## src/rtl/hdb3_encoding.sv

```systemverilog
// rtl/hdb3_encoding.sv - HDB3 line encoder: NRZ bits in, tagged {pol,sub,mark} symbols out via 4-deep lookahead.
// Optional substitution counters enabled by defining HDB3_ENCODING_STATS_EN.
module hdb3_encoding #(
    parameter int STAT_WIDTH = 16
) (
    input  logic       clk,
    input  logic       rst,
    input  logic       data_in,
    input  logic       data_instruction,
    output logic [2:0] encoding_data,
    output logic       encoding_instruction
`ifdef HDB3_ENCODING_STATS_EN
    ,
    output logic [STAT_WIDTH-1:0] v_count,
    output logic [STAT_WIDTH-1:0] b_count
`endif
);

    localparam logic [1:0] TAG_NONE      = 2'd0;
    localparam logic [1:0] TAG_SUB_FIRST = 2'd1;
    localparam logic [1:0] TAG_SUB_V     = 2'd2;

    logic [3:0] stg_valid;
    logic [3:0] stg_bit;
    logic [1:0] tag0, tag1, tag2, tag3;
    logic [1:0] zero_run;
    logic       last_pol;
    logic       parity;

    logic       sub_hit;
    logic [1:0] in_tag;
    logic [1:0] tag2_fwd;
    logic [2:0] sym;
    logic       pol_next;
    logic       par_next;
    logic       emit_b;
    logic       emit_v;

    if (STAT_WIDTH > 0) begin : g_stat_width_ok
    end

    // Fourth zero in a row: the incoming entry becomes V and the oldest zero of the run,
    // currently in stage 2 and about to move to stage 3, becomes the B/0 slot.
    assign sub_hit  = !data_in && (zero_run == 2'd3);
    assign in_tag   = sub_hit ? TAG_SUB_V : TAG_NONE;
    assign tag2_fwd = sub_hit ? TAG_SUB_FIRST : tag2;

    always_comb begin
        sym      = 3'b000;
        pol_next = last_pol;
        par_next = parity;
        emit_b   = 1'b0;
        emit_v   = 1'b0;
        if (stg_valid[3]) begin
            case (tag3)
                TAG_NONE: begin
                    if (stg_bit[3]) begin
                        pol_next = ~last_pol;
                        sym      = {~last_pol, 2'b01};
                        par_next = ~parity;
                    end
                end
                TAG_SUB_FIRST: begin
                    if (!parity) begin
                        pol_next = ~last_pol;
                        sym      = {~last_pol, 2'b10};
                        emit_b   = 1'b1;
                    end
                end
                TAG_SUB_V: begin
                    sym      = {last_pol, 2'b10};
                    par_next = 1'b0;
                    emit_v   = 1'b1;
                end
                default: begin
                    sym = 3'b000;
                end
            endcase
        end
    end

    always_ff @(posedge clk or negedge rst) begin
        if (!rst) begin
            stg_valid            <= 4'b0000;
            stg_bit              <= 4'b0000;
            tag0                 <= TAG_NONE;
            tag1                 <= TAG_NONE;
            tag2                 <= TAG_NONE;
            tag3                 <= TAG_NONE;
            zero_run             <= 2'd0;
            last_pol             <= 1'b1;
            parity               <= 1'b0;
            encoding_data        <= 3'b000;
            encoding_instruction <= 1'b0;
        end else if (data_instruction) begin
            stg_valid            <= {stg_valid[2:0], 1'b1};
            stg_bit              <= {stg_bit[2:0], data_in};
            tag0                 <= in_tag;
            tag1                 <= tag0;
            tag2                 <= tag1;
            tag3                 <= tag2_fwd;
            zero_run             <= (data_in || sub_hit) ? 2'd0 : zero_run + 2'd1;
            last_pol             <= pol_next;
            parity               <= par_next;
            encoding_data        <= sym;
            encoding_instruction <= stg_valid[3];
        end else begin
            encoding_data        <= 3'b000;
            encoding_instruction <= 1'b0;
        end
    end

`ifdef HDB3_ENCODING_STATS_EN
    always_ff @(posedge clk or negedge rst) begin
        if (!rst) begin
            v_count <= '0;
            b_count <= '0;
        end else if (data_instruction) begin
            if (emit_v && (v_count != {STAT_WIDTH{1'b1}})) begin
                v_count <= v_count + 1'b1;
            end
            if (emit_b && (b_count != {STAT_WIDTH{1'b1}})) begin
                b_count <= b_count + 1'b1;
            end
        end
    end
`else
    logic unused_stats;
    assign unused_stats = emit_b ^ emit_v;
`endif

endmodule
```

## config.mk

```make
export PLATFORM = sky130hd
export DESIGN_NAME = hdb3_encoding
export DESIGN_NICKNAME = d
export VERILOG_FILES = /design/src/rtl/hdb3_encoding.sv
export SDC_FILE = /design/constraint.sdc
export NUM_CORES = 1
export LEC_CHECK = 0
export CORE_ASPECT_RATIO = 0.9
export CORE_UTILIZATION = 30
export DETAILED_ROUTE_END_ITERATION = 7
export GPL_TIMING_DRIVEN = 0
export PLACE_DENSITY = 0.53
export RECOVER_POWER = 50
export SLEW_MARGIN = 30
export SYNTH_ARGS = -nofsm -noshare
export SYNTH_HDL_FRONTEND = slang
export SYNTH_SLANG_ARGS = --single-unit
```

## constraint.sdc

```tcl
create_clock -name clk -period 2.15 [get_ports clk]
set_input_delay 0.43 -clock clk [delete_from_list [all_inputs] [get_ports clk]]
set_output_delay 0.43 -clock clk [all_outputs]
set_load 0.005 [all_outputs]
```

# --- After elaboration in Yosys (flattened, before gate mapping) ---
# Index checks and enable logic that the tools add are counted.
totals:
  output_inout_bits: 4
  input_bits: 4
  word_cells: 41
  ff_bits: 24
classes:
  n_reduce_logical: 8
  muxes: 14
  bitwise: 2
  n_eq_ne: 5
  n_addsub: 1
ops:
  columns: ["operator", "n"]
  rows:
  - ["$mux 3", 4]
  - ["$pmux 3 s3", 1]
  - ["$mux 2", 3]
  - ["$reduce_and 5->1", 1]
  - ["$eq 2x2->1 const B", 2]
  - ["$mux 1", 4]
  - ["$ne 2x2->1 const B", 2]
  - ["$pmux 1 s2", 2]
  - ["$reduce_and 4->1", 1]
  - ["$reduce_bool 2->1", 2]
  - ["$add 2x1->2 const B", 1]
  - ["$eq 2x1->1 const B", 1]
  - ["$logic_not 2->1", 1]
  - ["$not 1->1", 2]
  - ["$logic_and 1x1->1", 1]
  - ["$logic_not 1->1", 1]
  - ["$logic_or 1x1->1", 1]

# --- Depth between registers and ports, before layout ---
depth:
  depth_word: 5
  depth_mapped: 4
  mapped_depth_nobuf: 3

# --- Worst setup path after synthesis ---
# No wires, ideal clock.
synth_timing:
  path_type: "input -> register"
  from: "input data_instruction"
  to: "register stg_bit[1]"
  path_slack_ns: 0.887
  t_required_ns: 2.025
  n_path_buf: 2
  setup_time_ns: 0.125
  stages: 3
  arrival_time_ns: 1.138
  path_cell_list: "buf_2 buf_2 mux2_2"
synth_rtl:
  columns: ["item", "line_no", "rtl"]
  rows:
  - ["start: declaration", "9", "input logic data_instruction,"]
  - ["end signal: assignment", "97", "stg_bit <= {stg_bit[2:0], data_in};"]
  - ["end: declaration", "24", "logic [3:0] stg_bit;"]
# No word-level cell between the ends.

# --- Final worst setup path ---
layout_timing:
  from: "register encoding_instruction"
  to: "output encoding_instruction"
layout_rtl:
  columns: ["item", "line_no", "rtl"]
  rows:
  - ["start: declaration", "11", "output logic encoding_instruction"]
  - ["start signal: assignment", "106", "encoding_instruction <= stg_valid[3];"]
# No word-level cell between the ends.

==> flow_summary.json <==
{
  "drc": 1,
  "cts_tree": "yes",
  "tns_ps": 0,
  "critPathLaunchType": "flip-flop",
  "yosysUniqueCellTypes": 23,
  "syn-instance-count": 62,
  "track_usage_pct": 10.1,
  "drv_cap": 0,
  "rsz0062_at_grt": "no",
  "clkSinkCount": 20,
  "htree_levels": 1,
  "finClkSkew_ps": 1.09,
  "dieWidth_um": 57.2,
  "top_layer": "met3",
  "routabilityCongestion": 0.706,
  "timing.rr.start": "tag3[1]",
  "drt-initial-drc-count": 8,
  "grt_pass1_vias": 474,
  "avgRoutedWirePerCell_um": 11.8,
  "wl_um": 1180,
  "viasPerCell": 4.85,
  "worst_slew_pin_slew_ps": 1060,
  "wl_met2_um": 537,
  "rows": 17,
  "async_flop_share_pct": 100,
  "post-route-period-util_pct": 72.2,
  "die-height_um": 51.7,
  "drtAntennaViolNets": 0,
  "antenna_found_initial": 0,
  "nets": 78,
  "hold_path_class": "input port to asynchronous set/reset pin",
  "status": "finished, violations left",
  "vdd_drop_max_uv": 291,
  "cts_buffers": 3,
  "cts_resized": 0,
  "place_worst_setup_slack_ps": 567,
  "slew_viol_final": 0,
  "register_area_um2": 502,
  "synth_top_flop_cell": "dfrtp_1",
  "grt_max_degree": 21,
  "ys_seq_area_share_pct": 60.9,
  "ios": 8,
  "met1_length_um": 572,
  "insertion_delay_ps": 300,
  "hpwlAfterDp_um": 807,
  "violations": "design-rule violations",
  "cts_setup_buffers": 0,
  "relSlewSlack_pct": 29.3,
  "portBuffers": 6,
  "multiInputGateArea_um2": 295,
  "n_antenna_cell": 0,
  "synth_edf_count": 0,
  "fin_crit_ps": 1550,
  "path_buf_inv": 1,
  "cp.arrival_ps": 1120,
  "power.leakage_nw": 0.392,
  "grt_overflow": 0,
  "clock_path_buffers": 2,
  "area_growth_pct": 13.8,
  "ctsHoldBuffers": 0,
  "clk_pin_slew_worst_paths_ps": 110,
  "dieArea_um2": 2960,
  "cp_max_fo": 1,
  "floorplan.initialDensity_pct": 32.5,
  "fillers": 245,
  "path_class": "flip-flop to output port",
  "power_mw": 0.799,
  "synth.net_count": 67,
  "hold_viol": 0,
  "syn_area_um2": 823,
  "fmax_ghz": 0.645,
  "crit_required_ps": 1720,
  "holdWs_ps": 291,
  "critPathSlowestCell": "clkdlybuf4s50_1",
  "syn_avg_cell_area_um2": 13.3,
  "finalSetupViolations": 0,
  "ys_warn_count": 0,
  "crit_chain": "clkdlybuf4s50_1",
  "crit_path_end_kind": "output port",
  "coreArea_um2": 2530,
  "synth_seq_cells": 20,
  "critPathTopFamily": "buffers and inverters",
  "power_density_nw_per_um2": 853,
  "slowest_delay_ps": 490,
  "root_buffer": "clkbuf_4",
  "first_pass_iters": 6,
  "drive_gt1_share_pct": 26.4,
  "grt_pass1_wl_um": 2160,
  "setup_ws_ps": 599,
  "vias": 485,
  "critPathLaunch": "encoding_instruction",
  "met3_wirelength_um": 73
}
## cell usage after synthesis, types with 2 or more instances
cell type  instances  area share (%)
buf_2              3             1.8
dfrtp_1           19              58
inv_1              3             1.4
mux2_2            11              15
nand2_1            4             1.8
nand2b_1           2             1.5
nor2_1             3             1.4
o31ai_1            2             1.8
## area by class of cell
| cell class | count | share of cell area, % |
|---|---|---|
| multi-input cells | 36 | 31.5 |
| plain buffers | 3 | 1.47 |
| clock buffers | 4 | 2.80 |
| well taps | 28 | 3.74 |
| inverters | 3 | 1.20 |
| repair buffers | 6 | 5.74 |
| flip-flops and latches | 20 | 53.5 |
## where the power goes
part | leakage (nW) | internal (mW) | switching, mW
combinational | 0.139 | 0.0801 | 0.0581
sequential | 0.238 | 0.438 | 0.0394
clock | 0.0150 | 0.0723 | 0.111
## per-stage QoR
step	cells	cell area (um2)	util, %
3_3_place_gp	96	918	36.3
3_5_place_dp	96	918	36.3
5_1_grt	100	937	37.0
6_report	100	937	37.0
4_1_cts	100	945	37.3
2_1_floorplan	62	823	-
## cells in the final DEF (no fill, tap or decap), types with 3 or more instances in the layout
cell,n
clkbuf_1,3
clkbuf_4,3
clkdlybuf4s50_1,5
dfrtp_1,19
inv_1,3
mux2_2,11
nand2_1,4
nor2_1,3
## flip-flops by register name (all words and copies together), names as in the netlist
name                  count
parity                    1
tag2                      1
encoding_instruction      1
zero_run                  2
tag3                      2
stg_bit                   4
encoding_data             3
stg_valid                 4
last_pol                  1
tag1                      1
## worst paths after layout
path	to	slack (ps)	depth (start not counted)
worst max-delay path	encoding_instruction	600	1
worst min-delay path	encoding_data[2]	290	1
worst max register to register	encoding_data[2]	840	4
worst min register to register	stg_valid[0]	470	1
max in group asynchronous	stg_valid[2]	1230	1
min in group clk	stg_valid[0]	470	1
## layer usage
layer,vias to the layer above,track usage (%)
met5,-,0
met3,0,5.22
met2,13,16.5
li1,237,-
met1,235,11.9
met4,0,2.44
## kinds of logic (layout without fill, tap and decap cells)
kind of cell             count (synthesis)  count (layout)  share of synthesized area, %
AO/OA/AOI/OAI                            7               7                          7.14
XOR/XNOR                                 1               1                          1.06
adder cells (fa/ha/maj)                  1               1                          1.52
buffers and inverters                    6              16                          3.19
flip-flops                              20              20                          60.9
multiplexers                            11              11                          15.0
AND/OR/NAND/NOR                         16              16                          11.1
Note: power is estimated with default switching activity, not from simulation.
